**config.mk**
```make
export PLATFORM = sky130hd
export DESIGN_NAME = ghost_move_controller
export DESIGN_NICKNAME = d
export VERILOG_FILES = /design/src/rtl/ghost_move_controller.sv
export SDC_FILE = /design/constraint.sdc
export NUM_CORES = 1
export LEC_CHECK = 0
export BUFFER_PORTS_ARGS = -buffer_cell sky130_fd_sc_hd__clkbuf_2
export CAP_MARGIN = 30
export CORE_MARGIN = 2
export CORE_UTILIZATION = 40
export CTS_BUF_LIST = sky130_fd_sc_hd__clkbuf_2
export CTS_CLUSTER_DIAMETER = 40
export DETAILED_ROUTE_END_ITERATION = 8
export MAX_ROUTING_LAYER = met4
export PLACE_DENSITY = 0.68
export SYNTH_ARGS = -nofsm -noshare
export SYNTH_HDL_FRONTEND = slang
export SYNTH_SLANG_ARGS = --single-unit
export TNS_END_PERCENT = 20
```
**constraint.sdc**
```tcl
create_clock -name clk -period 12.9 [get_ports clk]
set_input_delay 2.58 -clock clk [delete_from_list [all_inputs] [get_ports clk]]
set_output_delay 2.58 -clock clk [all_outputs]
set_load 0.02 [all_outputs]
```
**src/rtl/ghost_move_controller.sv**
```systemverilog
// Ghost movement FSM: steps one ghost per frame tick and chases a target at tile-aligned positions.
// Optional macro GHOST_RANDOM_TIEBREAK_EN rotates the fallback direction scan using a 16-bit LFSR.
module ghost_move_controller #(
   parameter int          TILE_SHIFT = 4,
   parameter int          STEP       = 1,
   parameter logic [10:0] START_X    = 11'd320,
   parameter logic [9:0]  START_Y    = 10'd240,
   parameter logic [10:0] X_MAX      = 11'd639,
   parameter logic [9:0]  Y_MAX      = 10'd479,
   parameter int          SETTLE     = 2
) (
   input  logic        clk,
   input  logic        rst,
   input  logic        tick,
   input  logic [10:0] target_x,
   input  logic [9:0]  target_y,
   input  logic [3:0]  valid_moves,
   output logic [10:0] pos_x,
   output logic [9:0]  pos_y,
   output logic [3:0]  dir,
   output logic        busy,
   output logic        stuck
);

   localparam logic [3:0]  DIR_RIGHT = 4'b0001;
   localparam logic [3:0]  DIR_UP    = 4'b0010;
   localparam logic [3:0]  DIR_DOWN  = 4'b0100;
   localparam logic [3:0]  DIR_LEFT  = 4'b1000;
   localparam int          CW        = (SETTLE > 1) ? $clog2(SETTLE) : 1;
   localparam logic [11:0] STEP_X    = 12'(STEP);
   localparam logic [10:0] STEP_Y    = 11'(STEP);

   typedef enum logic [1:0] {S_IDLE, S_WAIT, S_DECIDE, S_STEP} state_t;

   state_t          state, state_n;
   logic [CW-1:0]   wait_cnt, wait_cnt_n;
   logic [10:0]     pos_x_n;
   logic [9:0]      pos_y_n;
   logic [3:0]      dir_n;
   logic            stuck_n;
   logic            aligned;
   logic [1:0]      scan_start;

   logic [3:0]        cand_nr, cand, pref_x, pref_y, prim, sec, choice;
   logic signed [11:0] dx;
   logic signed [10:0] dy;
   logic [11:0]       adx;
   logic [10:0]       ady;
   logic              found;

   // Fallback scan list: UP, LEFT, DOWN, RIGHT.
   function automatic logic [3:0] fallback_dir(input logic [1:0] k);
      case (k)
         2'd0:    fallback_dir = DIR_UP;
         2'd1:    fallback_dir = DIR_LEFT;
         2'd2:    fallback_dir = DIR_DOWN;
         default: fallback_dir = DIR_RIGHT;
      endcase
   endfunction

`ifdef GHOST_RANDOM_TIEBREAK_EN
   logic [15:0] lfsr;

   always_ff @(posedge clk) begin
      if (rst)
         lfsr <= 16'hACE1;
      else
         lfsr <= {lfsr[14:0], lfsr[15] ^ lfsr[13] ^ lfsr[12] ^ lfsr[10]};
   end

   assign scan_start = lfsr[1:0];
`else
   assign scan_start = 2'd0;
`endif

   assign aligned = (pos_x[TILE_SHIFT-1:0] == '0) && (pos_y[TILE_SHIFT-1:0] == '0);
   assign busy    = (state != S_IDLE);

   // Direction choice; reversing dir is a plain bit reversal of the one-hot code.
   always_comb begin
      cand_nr = valid_moves & ~{dir[0], dir[1], dir[2], dir[3]};
      cand    = (cand_nr == 4'b0) ? valid_moves : cand_nr;
      dx      = $signed({1'b0, target_x}) - $signed({1'b0, pos_x});
      dy      = $signed({1'b0, target_y}) - $signed({1'b0, pos_y});
      adx     = dx[11] ? 12'(-dx) : 12'(dx);
      ady     = dy[10] ? 11'(-dy) : 11'(dy);
      pref_x  = (dx == 12'sd0) ? 4'b0 : (dx[11] ? DIR_LEFT : DIR_RIGHT);
      pref_y  = (dy == 11'sd0) ? 4'b0 : (dy[10] ? DIR_UP : DIR_DOWN);
      prim    = (adx >= {1'b0, ady}) ? pref_x : pref_y;
      sec     = (adx >= {1'b0, ady}) ? pref_y : pref_x;
      choice  = dir;
      found   = 1'b0;
      if ((prim & cand) != 4'b0) begin
         choice = prim;
      end else if ((sec & cand) != 4'b0) begin
         choice = sec;
      end else begin
         for (int i = 0; i < 4; i++) begin
            if (!found && ((cand & fallback_dir(scan_start + 2'(i))) != 4'b0)) begin
               choice = fallback_dir(scan_start + 2'(i));
               found  = 1'b1;
            end
         end
      end
   end

   // Next-state and datapath updates; ticks outside IDLE are simply ignored.
   always_comb begin
      state_n    = state;
      wait_cnt_n = wait_cnt;
      pos_x_n    = pos_x;
      pos_y_n    = pos_y;
      dir_n      = dir;
      stuck_n    = stuck;
      case (state)
         S_IDLE: begin
            if (tick) begin
               if (aligned) begin
                  state_n    = S_WAIT;
                  wait_cnt_n = '0;
               end else begin
                  state_n = S_STEP;
               end
            end
         end
         S_WAIT: begin
            if (wait_cnt == CW'(SETTLE - 1))
               state_n = S_DECIDE;
            else
               wait_cnt_n = wait_cnt + 1'b1;
         end
         S_DECIDE: begin
            if (cand == 4'b0) begin
               stuck_n = 1'b1;
               state_n = S_IDLE;
            end else begin
               stuck_n = 1'b0;
               dir_n   = choice;
               state_n = S_STEP;
            end
         end
         S_STEP: begin
            case (dir)
               DIR_RIGHT: pos_x_n = (({1'b0, pos_x} + STEP_X) > {1'b0, X_MAX}) ? X_MAX : 11'({1'b0, pos_x} + STEP_X);
               DIR_LEFT:  pos_x_n = ({1'b0, pos_x} < STEP_X) ? 11'd0 : 11'({1'b0, pos_x} - STEP_X);
               DIR_DOWN:  pos_y_n = (({1'b0, pos_y} + STEP_Y) > {1'b0, Y_MAX}) ? Y_MAX : 10'({1'b0, pos_y} + STEP_Y);
               DIR_UP:    pos_y_n = ({1'b0, pos_y} < STEP_Y) ? 10'd0 : 10'({1'b0, pos_y} - STEP_Y);
               default:   pos_x_n = pos_x;
            endcase
            state_n = S_IDLE;
         end
         default: state_n = S_IDLE;
      endcase
   end

   always_ff @(posedge clk) begin
      if (rst) begin
         state    <= S_IDLE;
         wait_cnt <= '0;
         pos_x    <= START_X;
         pos_y    <= START_Y;
         dir      <= DIR_LEFT;
         stuck    <= 1'b0;
      end else begin
         state    <= state_n;
         wait_cnt <= wait_cnt_n;
         pos_x    <= pos_x_n;
         pos_y    <= pos_y_n;
         dir      <= dir_n;
         stuck    <= stuck_n;
      end
   end

endmodule

```
### Word-level counts from Yosys, hierarchy flattened

Index checks and enable logic that the tools add are counted.

| cells by class | value |
|---|---|
| add/subtract/negate cells | 9 |
| $mul | 0 |
| divide/modulo/power cells | 0 |
| $lt $le $gt $ge | 5 |
| eq/ne operators | 10 |
| shifts and indexed selects | 0 |
| multiplexer cells | 48 |
| bitwise operators | 9 |
| reductions and logical operators | 30 |

Operator list:

| kind | count |
|---|---|
| $mux W4 | 19 |
| $mux W11 | 3 |
| $and A4 B4 Y4 | 7 |
| $reduce_bool A4 Y1 | 6 |
| $pmux W11 S2 | 1 |
| $mux W10 | 2 |
| $pmux W10 S2 | 1 |
| $logic_not A4 Y1 | 4 |
| $mux W1 | 13 |
| $add A11 B1 Y12 const B | 1 |
| $ge A12 B11 Y1 | 1 |
| $gt A12 B10 Y1 const B | 1 |
| $logic_not A12 Y1 | 1 |
| $mux W12 | 1 |
| $neg A12 Y12 | 1 |
| $sub A11 B11 Y12 | 1 |
| $add A10 B1 Y11 const B | 1 |
| $gt A11 B9 Y1 const B | 1 |
| $logic_not A11 Y1 | 1 |
| $lt A11 B1 Y1 const B | 1 |
| $neg A11 Y11 | 1 |
| $sub A10 B10 Y11 | 1 |
| $sub A11 B1 Y11 const B | 1 |
| $lt A10 B1 Y1 const B | 1 |
| other kinds (22) | 40 |

| word-level totals | value |
|---|---|
| register bits after elaboration | 29 |
| bits in latches | 0 |
| memory bits (writable) | 0 |
| bits in read-only memories | 0 |
| bits of input ports | 28 |
| output and inout bits | 27 |
| logic and storage cells | 117 |
| memories kept | 0 |

### Depth between registers and ports, before layout

Gate-level depths: netlist of the first run.

| logic depth | value |
|---|---|
| word-level depth | 29 |
| depth in mapped cells | 20 |
| depth with buffers taken out | 19 |

### Worst setup path after synthesis of the first run

No wires, ideal clock.

| timing path | value |
|---|---|
| path type | input-to-reg |
| from | input target_y[0] |
| to | register dir[1] |
| setup time | 95 ps |
| data arrival time | 6182 ps |
| data required time | 12805 ps |
| path slack | 6622 ps |
| cell stages on the path | 17 |
| buffers on the path | 0 |
| cells stage by stage | inv_1 -> ha_1 -> inv_1 -> fa_1 -> a21oi_1 -> o21ai_0 -> a211o_1 -> a211o_1 -> nor3_1 -> a21oi_1 -> xor2_1 -> ha_1 -> a2111oi_0 -> a31oi_1 -> a41oi_1 -> a21oi_1 -> a221oi_1 |

| on the way | value |
|---|---|
| cells in the longest elaborated chain, start to end | 9 |
| elaborated cells between the ends (all ways) | 17 |
| those cells by class | add/sub (2); order compare (1); mux (7); bitwise (2); reduce/logical (5) |

Ends and longest elaborated chain:

| item | RTL line | text |
|---|---|---|
| start: declaration | 16 | `input logic [9:0] target_y,` |
| $sub A10 B10 Y11 (*) | 84 | `dy = $signed({1'b0, target_y}) - $signed({1'b0, pos_y});` |
| $neg A11 Y11 | 86 | `ady = dy[10] ? 11'(-dy) : 11'(dy);` |
| $mux W11 | 86 |  |
| $ge A12 B11 Y1 | 89, 90 |  |
| $mux W4 (on tied branches) | 89, 90 |  |
| $and A4 B4 Y4 (on tied branches) | 93, 95 |  |
| $reduce_bool A4 Y1 (on tied branches) | 93, 95 |  |
| $reduce_bool A6 Y1 (no source line) or $mux W4 (tied branches) | -- |  |
| $reduce_and A3 Y1 (no source line) or $mux W4 (tied branches) | -- |  |
| end signal: assignment | 169 | `dir <= dir_n;` |
| end: declaration | 20 | `output logic [3:0] dir,` |

Mark *: on every way between the ends. The rest lies on a longest branch, timed or not.
A chain may end at the register's enable or synchronous reset.

### Final worst setup path of the first run

| timing path | value |
|---|---|
| from | input target_y[0] |
| to | register dir[2] |

The elaborated chain is that of the path after synthesis.

==> impl_metrics.ini, run 1 <==
[logic_synthesis]
synthCells = 611
synth_edf_count = 0
synth_seq_cells = 29
ranking_of_synthesized_cells_by_area = sky130_fd_sc_hd__dfxtp_1, sky130_fd_sc_hd__ha_1, sky130_fd_sc_hd__a21oi_1, sky130_fd_sc_hd__xnor2_1, sky130_fd_sc_hd__o21ai_0
syn_area_per_cell_um2 = 6.98
synth-main-ff-cell = sky130_fd_sc_hd__dfxtp_1
synthTopCellsByCount = sky130_fd_sc_hd__nand2_1, sky130_fd_sc_hd__a21oi_1, sky130_fd_sc_hd__o21ai_0
synth_fp_nets = 681
area_leader_netlist = sky130_fd_sc_hd__dfxtp_1
synthMostInstantiatedCell = sky130_fd_sc_hd__nand2_1
async_reset_ff_frac = 0
ys.warnings.count = 0
yosysSeqAreaShare = 0.136
post_synth_num_cell_types = 71
mappedNetlistArea_mm2 = 0.00427
synth.top_cell.area_share = 0.136

[global_route]
via_count_of_the_first_global_routing_pass = 4238
grt_pass1_wl_um = 19700
antenna_found_initial = 0
maximum_number_of_pins_on_one_net_before_global_route_repair = 34
grt.overflow.total = 0
grt.total_usage = 0.213

[status]
run_status = finished clean

[sta]
layout_worst_path_cycle_share = 0.501
timing_hold_violations_final = 0
slew-limit-headroom = 0.361
setup_tns_ns = 0
final.setup_skew_ns = 0.0104
final_max_slew_viol_count = 0
layout_min_cycle_time_ns = 6.47
setup_ws_ns = 6.43
rsz_0062_raised_after_global_routing = no
max_freq_ghz = 0.155
setup_viol = 0
tightestPinTransition_ns = 0.950

[clock_tree]
cts-resized-gates = 0
root_buffer = sky130_fd_sc_hd__clkbuf_2
post_cts_repair_timing_setup_buffer_count = 0
numCtsBuffers = 5
clock_tree_from_tritoncts = yes
clk_pin_slew_ns = 0.17
worst_skew_pair.late_latency_ns = 0.37
cts_max_level = 2
postCtsHoldBufs = 0
clk_path_buf_depth = 2
number_of_clock_sinks = 29

[routing]
routed-via-count = 4645
drt_first_pass_iters = 5
detail_route.wl_per_cell_um = 15.4
antenna_violating_nets_post_route = 0
via_density_per_instance = 5.96
wirelength_um = 12000
drc_errors = 0
drt_iter0_drc = 314

[power]
worst_ir_drop_vdd_mv = 0.0363
power.density_cell_area_mw_per_mm2 = 64.3
p_leak_nw = 1.86

[placement]
placed_cells_incl_taps = 773
count_of_buffers_from_port_buffering = 54
detailed_place_hpwl_um = 9530
place_ws_ns = 6.09
post_place_instance_area_mm2 = 0.00462
gp_congestion = 0.926

[die]
die_width_um = 107
die_y_um = 107
floorplan.initialDensity = 0.413
coreArea_mm2 = 0.0103
placementRows = 37
top_level_ports = 55
design.die.area_mm2 = 0.0115

[layout]
final_net_count = 714
final_layout_size_suffix_gt1_frac = 0.127
antenna_cells_inserted = 0
utilization = 0.450
final-instance-count-excl-fill = 780
design_area_mm2 = 0.00465
synthToLayoutAreaGrowth_pct = 8.97

[critical_path]
worst-r2r-cell-count = 15
r2r_setup_slack_ns = 7.99
start_kind = primary input
worstReg2RegEnd = dir[2]
arrival_time_of_the_worst_setup_path_ns = 6.75
timing.critical_path.to_type = flip-flop
crit_path_max_fanout = 4
r2r-start = pos_y[1]
path_class = in -> reg
worst_ep_required_time_ns = 13.18

[worst_hold_path]
min-delay-start = stuck
min_path_cells = 2
whs_endpoint = stuck
hold_path.class = reg -> reg

[flow_run]
timing.max_cap.violations = 0
[logic make-up (layout without fill, tap and decap cells)]
logic type      Yosys count  count (layout)  synth area share
flops                    29              29             0.136
mux                       4               4           0.00938
simple gates            230             230             0.276
xor+xnor                 41              41            0.0842
buf+inv                  69             102            0.0610
fa+ha+maj                42              42             0.127
compound gates          196             196             0.307
[metal layers]
metal  track usage  vias to the layer above  wire length [µm]
met3        0.0339                       24               632
met4        0.0733                        0               295
met1         0.273                     2129              5550
li1              -                     2321                 -
met5             -                        -                 0
met2         0.342                      171              5510
[layout by cell type, fill, tap and decap left out, types with 6 or more instances in the layout]
cell / synthesis / layout
sky130_fd_sc_hd__nand2_1: 60 / 60
sky130_fd_sc_hd__clkbuf_2: 0 / 60
sky130_fd_sc_hd__a21oi_1: 51 / 51
sky130_fd_sc_hd__o21ai_0: 47 / 47
sky130_fd_sc_hd__nor2_1: 43 / 43
sky130_fd_sc_hd__ha_1: 40 / 40
sky130_fd_sc_hd__inv_1: 37 / 37
sky130_fd_sc_hd__dfxtp_1: 29 / 29
sky130_fd_sc_hd__xnor2_1: 28 / 28
sky130_fd_sc_hd__nor3_1: 25 / 25
sky130_fd_sc_hd__nand3_1: 15 / 15
sky130_fd_sc_hd__nor4_1: 16 / 15
sky130_fd_sc_hd__nor2b_1: 13 / 13
sky130_fd_sc_hd__xor2_1: 13 / 13
sky130_fd_sc_hd__nand2b_1: 11 / 11
sky130_fd_sc_hd__nand4_1: 11 / 11
sky130_fd_sc_hd__a211oi_1: 9 / 9
sky130_fd_sc_hd__a21o_1: 7 / 7
sky130_fd_sc_hd__o211ai_1: 7 / 7
sky130_fd_sc_hd__o21a_1: 7 / 7
sky130_fd_sc_hd__o31ai_1: 7 / 7
sky130_fd_sc_hd__a31oi_1: 7 / 7
sky130_fd_sc_hd__nand3b_1: 6 / 6
[flip-flops by register name, indices dropped and copies added, names as in the netlist]
register  flops
pos_x        11
pos_y        10
dir           4
state         2
stuck         1
wait_cnt      1
[layout make-up]
type                            count  area (µm²)
Multi-Input combinational cell    513        3430
Sequential cell                    29         581
Tap cell                          136         170
Clock buffer                        6        30.0
Clock inverter                      1        3.75
Fill cell                        1059        5670
Inverter                           38         143
Timing Repair Buffer               57         290
[worst max-delay path by stage]
stage / depth (start not counted) / start / endpoint / slack, ns
final: 18 / target_y[0] / dir[2] / 6.43
after global routing: 18 / target_x[0] / dir[1] / 6.12
after CTS: 18 / target_y[0] / dir[2] / 6.48
after detailed placement: 18 / target_y[0] / dir[2] / 6.09
after global placement: 18 / target_y[0] / dir[1] / 6.29
after floorplan: 17 / target_y[0] / dir[1] / 6.62
[where the power goes]
part	internal (W)	switching, W	total (W)
Sequential	0.0000935	0.00000791	0.000101
Combinational	0.0000607	0.0000900	0.000151
Clock	0.0000126	0.0000343	0.0000469
Total	0.000167	0.000132	0.000299
[worst max-delay path, cell delays in order]
cell and delay, ns:
sky130_fd_sc_hd__clkbuf_2 0.08, sky130_fd_sc_hd__inv_1 0.07, sky130_fd_sc_hd__ha_1 0.14, sky130_fd_sc_hd__inv_1 0.05
sky130_fd_sc_hd__fa_1 0.41, sky130_fd_sc_hd__a21oi_1 0.27, sky130_fd_sc_hd__o21ai_0 0.14, sky130_fd_sc_hd__a211o_1 0.31
sky130_fd_sc_hd__a211o_1 0.33, sky130_fd_sc_hd__nor3_1 0.40, sky130_fd_sc_hd__a21oi_1 0.15, sky130_fd_sc_hd__xor2_1 0.17
sky130_fd_sc_hd__ha_1 0.31, sky130_fd_sc_hd__a2111oi_0 0.39, sky130_fd_sc_hd__a31oi_1 0.22, sky130_fd_sc_hd__a41oi_1 0.34
sky130_fd_sc_hd__a31oi_1 0.10, sky130_fd_sc_hd__o41ai_2 0.30
[per-stage QoR]
stage | power [W] | hold slack [ns]
2_1_floorplan | 0.000216 | 0.463
3_3_place_gp | 0.000246 | 0.465
3_5_place_dp | 0.000252 | 0.474
4_1_cts | 0.000300 | 0.495
5_1_grt | 0.000325 | 0.523
6_report | 0.000299 | 0.491
Note: power is estimated with default switching activity, not from simulation.
==> inputs of run 2 (changes only) <==
--- a/config.mk
+++ b/config.mk
@@ -13,7 +13,7 @@
 export CTS_CLUSTER_DIAMETER = 40
 export DETAILED_ROUTE_END_ITERATION = 8
 export MAX_ROUTING_LAYER = met4
-export PLACE_DENSITY = 0.68
+export PLACE_DENSITY = 0.7
 export SYNTH_ARGS = -nofsm -noshare
 export SYNTH_HDL_FRONTEND = slang
 export SYNTH_SLANG_ARGS = --single-unit
==> constraint.sdc (replaced) <==
create_clock -name clk -period 5.49 [get_ports clk]
set_input_delay 1.098 -clock clk [delete_from_list [all_inputs] [get_ports clk]]
set_output_delay 1.098 -clock clk [all_outputs]
set_load 0.02 [all_outputs]
==> run 2 against run 1 <==
- sequential share of layout area shrank 0.050 points
- via count down 0.41%
- critical path type unchanged
- sequential power grew 140%
- die area stayed put
- clock-buffer cell count shrank 1
- clock power increased by 140%
==> impl_metrics.ini, run 2 (synthesis gave the netlist of run 1 again) <==
[layout]
antenna_cells_inserted = 0
largest-register = pos_x
number_of_flip_flops_under_the_largest_register_name = 11
synthToLayoutAreaGrowth_pct = 9.41
sequential_cell_area_um2 = 581
final_net_count = 716
largest_registers = pos_x (11), pos_y (10), dir (4)
final-instance-count-excl-fill = 783
layout.cells.most_common_list = sky130_fd_sc_hd__nand2_1, sky130_fd_sc_hd__clkbuf_2, sky130_fd_sc_hd__a21oi_1
fillerInstances = 1106
final_common_cell = sky130_fd_sc_hd__nand2_1
multiInputGateArea_mm2 = 0.00343
final_layout_size_suffix_gt1_frac = 0.130

[critical_path]
worst_ep_required_time_ns = 5.80
cpPeakStageDelay_ns = 0.44
start_kind = primary input
critPathSlowestCell = sky130_fd_sc_hd__or3_1
path_class = in -> reg
cp_cell_sequence = clkbuf_2 > inv_1 > ha_1 > inv_1 > fa_1 > a211oi_2 > nor2_1 > xor2_1 > or3_1 > nor4_1 > a21oi_1 > xnor2_1 > ha_1 > a2111oi_0 > a31oi_1 > a41oi_1 > a21oi_1 > a221oi_1
crit_path_max_fanout = 3
arrival_time_of_the_worst_setup_path_ns = 5.24
timing.critical_path.to_type = flip-flop

[sta]
setup_tns_ns = 0
final_max_slew_viol_count = 0
setup_viol = 0
rsz_0062_raised_after_global_routing = no
final.setup_skew_ns = 0.0247
slew-limit-headroom = 0.338
max_freq_ghz = 0.203
timing_hold_violations_final = 0
layout_min_cycle_time_ns = 4.93
setup_ws_ns = 0.558
tightestPinTransition_ns = 0.984
layout_worst_path_cycle_share = 0.898

[global_route]
grt_pass1_wl_um = 20300
antenna_found_initial = 0
maximum_number_of_pins_on_one_net_before_global_route_repair = 34
grt.total_usage = 0.220
grt.overflow.total = 0
via_count_of_the_first_global_routing_pass = 4343

[routing]
drt_iter0_drc = 285
antenna_violating_nets_post_route = 0
detail_route.wl_per_cell_um = 15.6
via_density_per_instance = 5.91
routed-via-count = 4626
drt_first_pass_iters = 5
wirelength_um = 12200
drc_errors = 0

[die]
die_y_um = 107
placementRows = 37
design.die.area_mm2 = 0.0115
floorplan.initialDensity = 0.413
coreArea_mm2 = 0.0103
die_width_um = 107
top_level_ports = 55

[status]
run_status = finished clean

[clock_tree]
cts-resized-gates = 0
numCtsBuffers = 5
clk_pin_slew_ns = 0.17
cts_max_level = 2
clock_tree_from_tritoncts = yes
post_cts_repair_timing_setup_buffer_count = 0
number_of_clock_sinks = 29
clk_path_buf_depth = 2
worst_skew_pair.late_latency_ns = 0.39
root_buffer = sky130_fd_sc_hd__clkbuf_2
postCtsHoldBufs = 0

[placement]
detailed_place_hpwl_um = 9530
gp_congestion = 0.899
count_of_buffers_from_port_buffering = 54
place_ws_ns = 0.182
placed_cells_incl_taps = 775

[flow_run]
timing.max_cap.violations = 0

[worst_hold_path]
hold_path.class = reg -> reg

[power]
p_leak_nw = 1.87
worst_ir_drop_vdd_mv = 0.103
total_power_w = 0.000705
power.density_cell_area_mw_per_mm2 = 151
-- run 2: final cells by class --
class / instances / share of cell area
Multi-Input combinational cell: 513 / 0.735
Sequential cell: 29 / 0.124
Timing Repair Buffer: 59 / 0.0654
Tap cell: 136 / 0.0365
Inverter: 38 / 0.0306
Clock buffer: 5 / 0.00536
Clock inverter: 3 / 0.00268
-- run 2: metal layers --
metal,vias to the layer above,GRT usage,routed length (µm)
met5,-,-,0
met4,0,0.0603,180
met3,19,0.0248,613
met1,2127,0.288,5750
li1,2322,-,-
met2,158,0.358,5670
-- run 2: path summary, 6_finish.rpt --
kind | start | end | slack, ns | cells past startpoint
hold reg to reg | stuck | stuck | 0.50 | 2
setup / recovery | target_x[0] | dir[1] | 0.56 | 18
setup reg to reg | pos_x[0] | dir[1] | 0.73 | 16
hold / removal | stuck | stuck | 0.50 | 2
-- run 2: metrics by stage --
| stage | cell area, µm² | hold slack [ns] | utilization |
|---|---|---|---|
| floorplan | 4270 | 0.463 | - |
| global placement | 4630 | 0.464 | 0.448 |
| detailed placement | 4630 | 0.490 | 0.449 |
| CTS | 4670 | 0.509 | 0.452 |
| global route | 4670 | 0.534 | 0.452 |
| finish | 4670 | 0.500 | 0.452 |
-- run 2: worst max-delay path, delay by kind of cell --
family | cells | cell delay, ns
adder cells (fa/ha/maj) | 3 | 0.88
XOR/XNOR | 2 | 0.36
AND/OR/NAND/NOR | 3 | 0.97
AO/OA/AOI/OAI | 7 | 1.73
buffers and inverters | 3 | 0.18
-- run 2: report_power, final --
part	total, W	leakage (nW)	switching [W]	internal, W
registers	0.000238	0.235	0.0000186	0.000220
logic	0.000354	1.61	0.000212	0.000142
clock network	0.000112	0.0278	0.0000844	0.0000278
total	0.000705	1.87	0.000315	0.000390
